File: src/rtl/kgp_pc_pkg.sv
// Shared definitions for the PC fetch controller: default widths, reset PC
// and the fetch FSM state encoding.
package kgp_pc_pkg;

    // Default PC / instruction-address width
    localparam int DEF_PC_W = 10;

    // Default PC loaded on reset
    localparam int DEF_RESET_PC = 0;

    // Fetch sequencer states (encoding is visible on the debug state port)
    typedef enum logic [1:0] {
        BOOT  = 2'd0,
        RUN   = 2'd1,
        FLUSH = 2'd2,
        HALT  = 2'd3
    } state_t;

endpackage : kgp_pc_pkg

File: src/rtl/pc_fetch_ctrl_ras_stack.sv
// Return-address stack with circular overwrite: a push while full replaces
// the oldest entry and flags overflow; a pop while empty flags underflow.
// Top-of-stack is read combinationally so ra follows the stack directly.
module ras_stack #(
    parameter int PC_W  = 10,
    parameter int DEPTH = 4
) (
    input  logic            clk,
    input  logic            rst,
    input  logic            push,
    input  logic            pop,
    input  logic [PC_W-1:0] push_data,
    output logic [PC_W-1:0] top,
    output logic            full,
    output logic            empty,
    output logic            ovf,
    output logic            unf
);

    localparam int AW = $clog2(DEPTH);
    localparam int CW = $clog2(DEPTH + 1);

    logic [PC_W-1:0] mem_q [DEPTH];
    logic [AW-1:0]   ptr_q;
    logic [AW-1:0]   ptr_d;
    logic [AW-1:0]   wr_idx;
    logic [CW-1:0]   count_q;
    logic [CW-1:0]   count_d;
    logic            ovf_q;
    logic            ovf_d;
    logic            unf_q;
    logic            unf_d;

    // Next slot after the top; when full this is the oldest entry
    assign wr_idx = ptr_q + 1'b1;
    assign full   = (count_q == CW'(DEPTH));
    assign empty  = (count_q == '0);
    assign top    = empty ? '0 : mem_q[ptr_q];
    assign ovf    = ovf_q;
    assign unf    = unf_q;

    // One register per stack slot, written only when a push targets it
    generate
        for (genvar gi = 0; gi < DEPTH; gi++) begin : g_slot
            always_ff @(posedge clk) begin
                if (rst) begin
                    mem_q[gi] <= '0;
                end else if (push && (wr_idx == AW'(gi))) begin
                    mem_q[gi] <= push_data;
                end
            end
        end
    endgenerate

    // Pointer, occupancy and sticky error flags for the next cycle
    always_comb begin
        ptr_d   = ptr_q;
        count_d = count_q;
        ovf_d   = ovf_q;
        unf_d   = unf_q;
        if (push) begin
            ptr_d = wr_idx;
            if (full) begin
                ovf_d = 1'b1;
            end else begin
                count_d = count_q + 1'b1;
            end
        end else if (pop) begin
            if (empty) begin
                unf_d = 1'b1;
            end else begin
                ptr_d   = ptr_q - 1'b1;
                count_d = count_q - 1'b1;
            end
        end
    end

    // Stack bookkeeping registers
    always_ff @(posedge clk) begin
        if (rst) begin
            ptr_q   <= '0;
            count_q <= '0;
            ovf_q   <= 1'b0;
            unf_q   <= 1'b0;
        end else begin
            ptr_q   <= ptr_d;
            count_q <= count_d;
            ovf_q   <= ovf_d;
            unf_q   <= unf_d;
        end
    end

endmodule : ras_stack

File: src/rtl/pc_fetch_ctrl.sv
// PC fetch controller: owns the architectural PC, sequences fetch, applies
// taken-branch redirects with a flush bubble, and tracks return addresses.
// Build option KGP_RAS_EN: when defined a RAS_DEPTH-entry return-address
// stack is used; otherwise a single return-address register stands in.
module pc_fetch_ctrl
    import kgp_pc_pkg::*;
#(
    parameter int PC_W         = DEF_PC_W,
    parameter int RAS_DEPTH    = 4,
    parameter int FLUSH_CYCLES = 1,
    parameter int RESET_PC     = DEF_RESET_PC
) (
    input  logic            clk,
    input  logic            rst,
    input  logic            stall,
    input  logic            halt,
    input  logic            redirect_valid,
    input  logic [PC_W-1:0] redirect_target,
    input  logic [PC_W-1:0] redirect_pc,
    input  logic            is_call,
    input  logic            is_ret,
    output logic [PC_W-1:0] pc,
    output logic            fetch_valid,
    output logic [31:0]     ra,
    output logic            ras_empty,
    output logic            ras_full,
    output logic            ras_ovf,
    output logic            ras_unf,
    output logic [1:0]      state
);

    localparam int CNT_W = $clog2(FLUSH_CYCLES + 1);

    // Reject configurations the datapath cannot represent
    generate
        if (RAS_DEPTH < 2 || (RAS_DEPTH & (RAS_DEPTH - 1)) != 0) begin : g_bad_depth
            $error("RAS_DEPTH must be a power of two and at least 2");
        end
        if (FLUSH_CYCLES < 1) begin : g_bad_flush
            $error("FLUSH_CYCLES must be at least 1");
        end
    endgenerate

    state_t          state_q;
    state_t          state_d;
    logic [PC_W-1:0] pc_q;
    logic [PC_W-1:0] pc_d;
    logic [CNT_W-1:0] cnt_q;
    logic [CNT_W-1:0] cnt_d;

    logic            accept;
    logic            ras_push;
    logic [PC_W-1:0] push_addr;
    logic [PC_W-1:0] ras_top;

    // A redirect is taken only in RUN/FLUSH and only when halt is not asserted
    assign accept    = ((state_q == RUN) || (state_q == FLUSH)) && !halt && redirect_valid;
    assign ras_push  = accept && is_call && !is_ret;
    assign push_addr = redirect_pc + 1'b1;

`ifdef KGP_RAS_EN
    logic ras_pop;

    assign ras_pop = accept && is_ret;

    ras_stack #(
        .PC_W  (PC_W),
        .DEPTH (RAS_DEPTH)
    ) u_ras (
        .clk       (clk),
        .rst       (rst),
        .push      (ras_push),
        .pop       (ras_pop),
        .push_data (push_addr),
        .top       (ras_top),
        .full      (ras_full),
        .empty     (ras_empty),
        .ovf       (ras_ovf),
        .unf       (ras_unf)
    );
`else
    logic [PC_W-1:0] ra_q;
    logic [PC_W-1:0] ra_d;
    logic            ra_set_q;
    logic            ra_set_d;

    // Single return-address register: a call overwrites it, a return reads it
    always_comb begin
        ra_d     = ra_q;
        ra_set_d = ra_set_q;
        if (ras_push) begin
            ra_d     = push_addr;
            ra_set_d = 1'b1;
        end
    end

    // Return-address register and its "written at least once" flag
    always_ff @(posedge clk) begin
        if (rst) begin
            ra_q     <= '0;
            ra_set_q <= 1'b0;
        end else begin
            ra_q     <= ra_d;
            ra_set_q <= ra_set_d;
        end
    end

    assign ras_top   = ra_q;
    assign ras_empty = !ra_set_q;
    assign ras_full  = ra_set_q;
    assign ras_ovf   = 1'b0;
    assign ras_unf   = 1'b0;
`endif

    // Next-state logic: halt > redirect > stall > increment while running
    always_comb begin
        state_d = state_q;
        pc_d    = pc_q;
        cnt_d   = cnt_q;
        case (state_q)
            BOOT: begin
                state_d = RUN;
            end
            RUN, FLUSH: begin
                if (halt) begin
                    state_d = HALT;
                end else if (redirect_valid) begin
                    pc_d    = is_ret ? ras_top : redirect_target;
                    state_d = FLUSH;
                    cnt_d   = CNT_W'(FLUSH_CYCLES);
                end else if (state_q == FLUSH) begin
                    if (cnt_q == CNT_W'(1)) begin
                        state_d = RUN;
                    end else begin
                        cnt_d = cnt_q - 1'b1;
                    end
                end else if (!stall) begin
                    pc_d = pc_q + 1'b1;
                end
            end
            default: begin
                state_d = HALT;
            end
        endcase
    end

    // FSM, PC and flush counter registers
    always_ff @(posedge clk) begin
        if (rst) begin
            state_q <= BOOT;
            pc_q    <= PC_W'(RESET_PC);
            cnt_q   <= '0;
        end else begin
            state_q <= state_d;
            pc_q    <= pc_d;
            cnt_q   <= cnt_d;
        end
    end

    assign pc          = pc_q;
    assign fetch_valid = (state_q == RUN) && !stall;
    assign ra          = 32'(ras_top);
    assign state       = state_q;

endmodule : pc_fetch_ctrl

File: config.mk
export PLATFORM = sky130hd
export DESIGN_NAME = pc_fetch_ctrl
export DESIGN_NICKNAME = d
export VERILOG_FILES = /design/src/rtl/kgp_pc_pkg.sv /design/src/rtl/pc_fetch_ctrl_ras_stack.sv /design/src/rtl/pc_fetch_ctrl.sv
export SDC_FILE = /design/constraint.sdc
export NUM_CORES = 1
export LEC_CHECK = 0
export BUFFER_PORTS_ARGS = -buffer_cell sky130_fd_sc_hd__buf_4
export CAP_MARGIN = 20
export CORE_MARGIN = 5
export CORE_UTILIZATION = 43
export CTS_CLUSTER_DIAMETER = 100
export DETAILED_ROUTE_END_ITERATION = 12
export PLACE_DENSITY = 0.85
export SYNTH_ARGS = -nofsm -noshare
export SYNTH_HDL_FRONTEND = slang
export SYNTH_SLANG_ARGS = --single-unit
File: constraint.sdc
create_clock -name clk -period 1.5 [get_ports clk]
set_input_delay 0.3 -clock clk [delete_from_list [all_inputs] [get_ports clk]]
set_output_delay 0.3 -clock clk [all_outputs]
set_load 0.1 [all_outputs]
; ---- Word level (Yosys, flattened, before mapping)
; Index checks and enable logic that the tools add are counted.
[word_totals]
word_cells = 43
regBits = 24
output_inout_bits = 49
[op_classes]
n_reduce_logical = 16
eq_ne = 6
n_mux = 12
bitwise = 1
n_addsub = 3
[op_table]
columns = operator, count
row1 = $mux 10, 4
row2 = $add 10x1->10 const B, 2
row3 = $mux 2, 4
row4 = $ne 4x4->1 const B, 2
row5 = $logic_and 1x1->1, 5
row6 = $logic_not 1->1, 4
row7 = $pmux 2 s2, 1
row8 = $reduce_and 4->1, 1
row9 = $mux 1, 3
row10 = $reduce_and 3->1, 1
row11 = $eq 2x1->1 const B, 1
row12 = $eq 2x2->1 const B, 1
row13 = $logic_not 2->1, 1
row14 = $ne 2x1->1 const B, 1
row15 = $ne 2x2->1 const B, 1
row16 = $reduce_and 2->1, 1
row17 = $reduce_bool 2->1, 1
row18 = $reduce_or 2->1, 1
row19 = $logic_or 1x1->1, 1
row20 = $not 1->1, 1
row21 = $sub 1x1->1 const B, 1

; ---- Depth between registers and ports, before layout
[depth]
depth_word = 6
mapped_depth = 7
ltp_nobuf = 6

; ---- Worst setup path before layout
; Ideal clock, no wire load.
[synth_timing]
path_type = register to output
startpoint = register state_q[0], in the netlist state[0]
endpoint = output fetch_valid
n_path_buf = 0
arrival_ps = 2633
required_time_ps = 1200
slack_ps = -1433
stages_incl_launch_ff = 3
cell_sequence = dfxtp_1 ha_1 nor2b_1
[synth_between]
elab_chain_len = 2
[synth_rtl]
columns = element, line_no
row1 = start: declaration, pc_fetch_ctrl.sv:44  ; state_t state_q;
row2 = start signal: assignment, pc_fetch_ctrl.sv:154  ; state_q <= state_d;
row3 = $eq 2x1->1, pc_fetch_ctrl.sv:161  ; assign fetch_valid = (state_q == RUN) && !stall;
row4 = $logic_and 1x1->1, pc_fetch_ctrl.sv:161
row5 = end: declaration, pc_fetch_ctrl.sv:23  ; output logic fetch_valid,
; No other way between the ends.

; ---- Final worst setup path
[layout_timing]
startpoint = register state_q[1], in the netlist state[1]
endpoint = register pc_q[7], in the netlist pc[7]
[layout_between]
elab_chain_len = 3
[layout_rtl]
columns = element, line_no
row1 = $eq 2x2->1 / $eq 2x1->1 (equally long branches), "pc_fetch_ctrl.sv:120, pc_fetch_ctrl.sv:131"
row2 = $ne 2x2->1 (no line) / $reduce_or 2->1 (equally long branches), n/a
row3 = $reduce_and 4->1 (no line) *, n/a
row4 = end signal: assignment, pc_fetch_ctrl.sv:151  ; pc_q <= PC_W'(RESET_PC);
row5 = end signal: assignment, pc_fetch_ctrl.sv:155  ; pc_q <= pc_d;
row6 = end: declaration, pc_fetch_ctrl.sv:46  ; logic [PC_W-1:0] pc_q;
; Every way passes the cells marked *; elsewhere a longest branch is shown, timed or not.
; A chain may end at the register's enable or synchronous reset.

==> results.py <==
metrics = {
    "outcome": {
        "status": "finished, violations left",
        "failed_checks": "setup timing",
    },
    "sta": {
        "setup_viol": 11,
        "fmax_ghz": 0.6365,
        "finClkSkew_ns": 0.001204,
        "holdWs_ns": 0.2380,
        "timing.final.crit_share_pct": 104.7,
        "hold_viol_final": 0,
        "layout_min_cycle_time_ns": 1.571,
        "slew_violations": 0,
        "setup_slack_ns": -0.07103,
        "grt_setup_unrepaired": "true",
    },
    "critical_path": {
        "critPathMaxFanout": 7,
        "crit_type": "flip-flop to flip-flop",
        "r2r_setup_slack_ns": -0.07,
        "crit_arrival_ns": 1.76,
        "start_kind": "flip-flop",
        "required_ns": 1.69,
        "end_kind": "flip-flop",
    },
    "clocking": {
        "clock_sinks": 24,
        "htreeDepth": 1,
        "tritoncts": "built",
        "clockBufferDepth": 2,
        "clkSlewWorstSetupHoldPaths_ns": 0.09,
        "cts_root_buf": "clkbuf_8",
        "numCtsBuffers": 3,
        "clk_latency_ns": 0.27,
    },
    "grt": {
        "antenna_found_initial": 0,
        "grt_pass1_vias": 1505,
        "grt_overflow_total": 0,
        "grt_util_all_layers_pct": 16.05,
        "grt_pass1_wl_mm": 6.906,
        "grt_max_degree": 25,
    },
    "logic_synthesis": {
        "synth.top_cell.area_share_pct": 28.24,
        "synth-seq-cells": 24,
        "synth.distinct_cells": 47,
        "yosys_warnings": 0,
        "synth_edf_count": 0,
        "yosys-top-cells-area": "dfxtp_1 28%, buf_4 11%, a211oi_2 6.6%",
        "async_flop_share_pct": 0,
        "avgSynthCellArea_um2": 8.466,
        "synth_top_cell_by_area": "dfxtp_1",
        "syn_area_um2": 1702,
        "synth_ff_type": "dfxtp_1",
        "syn_inst": 201,
        "seq_area_frac_synth_pct": 28.24,
    },
    "detailed_routing": {
        "routed_wl_mm": 4.466,
        "vias": 1612,
        "dr.pass1.iters": 4,
        "initialDrtViolationCount": 84,
        "ant_nets": 0,
        "drc": 0,
        "vias_per_cell": 5.134,
        "wl_per_cell_um": 14.22,
    },
    "layout": {
        "syn2layout_area_growth_pct": 40.00,
        "drive_gt1_share_pct": 46.62,
        "nets": 301,
        "diodes": 0,
    },
    "pwr": {
        "power.leakage_nw": 1.014,
        "total_power_mw": 3.802,
        "powerDensity_nw_per_um2": 1596,
        "ir_worst_vdd_v": 0.0007181,
    },
    "job": {
        "max-cap-violations": 0,
    },
    "floorplan": {
        "dieArea_um2": 5315,
        "ios": 76,
        "core-area_um2": 3744,
        "rows": 22,
        "dieHeight_um": 72.91,
        "start_util_pct": 45.45,
        "fp.dieW_um": 72.91,
    },
    "hold_path": {
        "hp-class": "input port to flip-flop",
    },
    "place": {
        "port_buffers": 51,
        "gp_congestion": 0.8001,
        "place_hpwl_mm": 3.330,
    },
}
## layer usage
layer	routed length [um]	vias to the layer above	global-route usage (%)	share of wire, %
met5	0	-	0	0
met4	38	0	3.893	0.85
met3	321	5	2.755	7.2
met2	2185	61	26.25	49
met1	1920	746	21.88	43
li1	-	800	-	-
## cell families (layout without fill, tap and decap cells)
family / Yosys count / count (layout) / share of synthesized area, %
muxes: 8 / 8 / 4.706
AOI/OAI and AO/OA: 53 / 53 / 23.46
buffers and inverters: 41 / 83 / 16.25
other: 1 / 24 / 0.2204
adders and majority gates: 7 / 7 / 5.147
and+or+nand+nor: 59 / 59 / 17.87
DFF: 24 / 24 / 28.24
xor gates and xnor gates: 8 / 8 / 4.118
## sequential cells by signal (all words and copies together), names as in the netlist
name,cells
ras_full,1
cnt_q,1
pc,10
ra_q,10
state,2
## critical path, stage by stage, from the launching register on
cell	delay, ns
dfxtp_4	0.37
inv_4	0.04
ha_4	0.25
nor2b_4	0.15
buf_6	0.13
o21a_4	0.19
buf_6	0.13
a21oi_2	0.04
a211oi_1	0.19
## timing repair
item	CTS	global route
resized for setup	12	8
hold buffers	0	0
pin swaps	5	9
setup buffers	6	1
hold endpoints to repair	0	0
cloned	0	0
endpoints found under the setup margin	13	23
## final timing paths
| kind | to | cells past startpoint | start |
|---|---|---|---|
| max | pc[7] | 8 | state[1] |
| min | ra_q[0] | 2 | redirect_pc[0] |
| max reg2reg | pc[7] | 8 | state[1] |
| min reg2reg | cnt_q | 2 | cnt_q |
## layout by cell type, fill, tap and decap left out, types with 3 or more instances in the layout
cell / n
a21o_1: 3
o21ai_0: 9
o21ai_2: 3
nor2b_4: 3
dfxtp_1: 9
mux2i_1: 8
buf_6: 4
dfxtp_4: 5
xnor2_1: 3
a211oi_2: 11
dfxtp_2: 10
ha_1: 6
xor2_1: 5
nor2_1: 21
clkbuf_8: 3
nand4_1: 4
nand3_1: 4
inv_1: 5
conb_1: 24
nand2_1: 11
buf_4: 65
a21oi_1: 7
## power by group
group / internal (mW) / leakage, nW / switching (mW)
Clock: 0.290 / 0.0339 / 0.217
Sequential: 0.767 / 0.203 / 0.121
Combinational: 0.812 / 0.776 / 1.60
## area by class of cell
cell class | count | area, um2
Multi-Input combinational cell | 159 | 1132
Tap cell | 48 | 60.06
Fill cell | 325 | 1361
Clock buffer | 4 | 66.31
Sequential cell | 24 | 511.7
Inverter | 8 | 38.79
Timing Repair Buffer | 71 | 573.1
## cell usage after synthesis, drive strengths merged, types with 5 or more instances
| cell type | n |
|---|---|
| a211oi | 13 |
| a21oi | 9 |
| buf | 31 |
| dfxtp | 24 |
| ha | 7 |
| inv | 8 |
| mux2i | 8 |
| nand2 | 11 |
| nand3 | 5 |
| nor2 | 22 |
| nor2b | 5 |
| o21ai | 14 |
| xor2 | 5 |
## through the flow
step                      util [%]  worst slack, ns  cell area (um2)  TNS (ns)  instances
final                        63.64         -0.07103             2382   -0.3055        314
after global routing         63.64          -0.1523             2382    -1.766        314
after CTS                    62.53         -0.06354             2341   -0.1406        313
after detailed placement     58.09         -0.07323             2175   -0.4468        303
after global placement       58.09         -0.03037             2175  -0.06829        303
after floorplan                  -          -0.2694             1868    -3.699        224
Power figures use the tool's default switching activity.
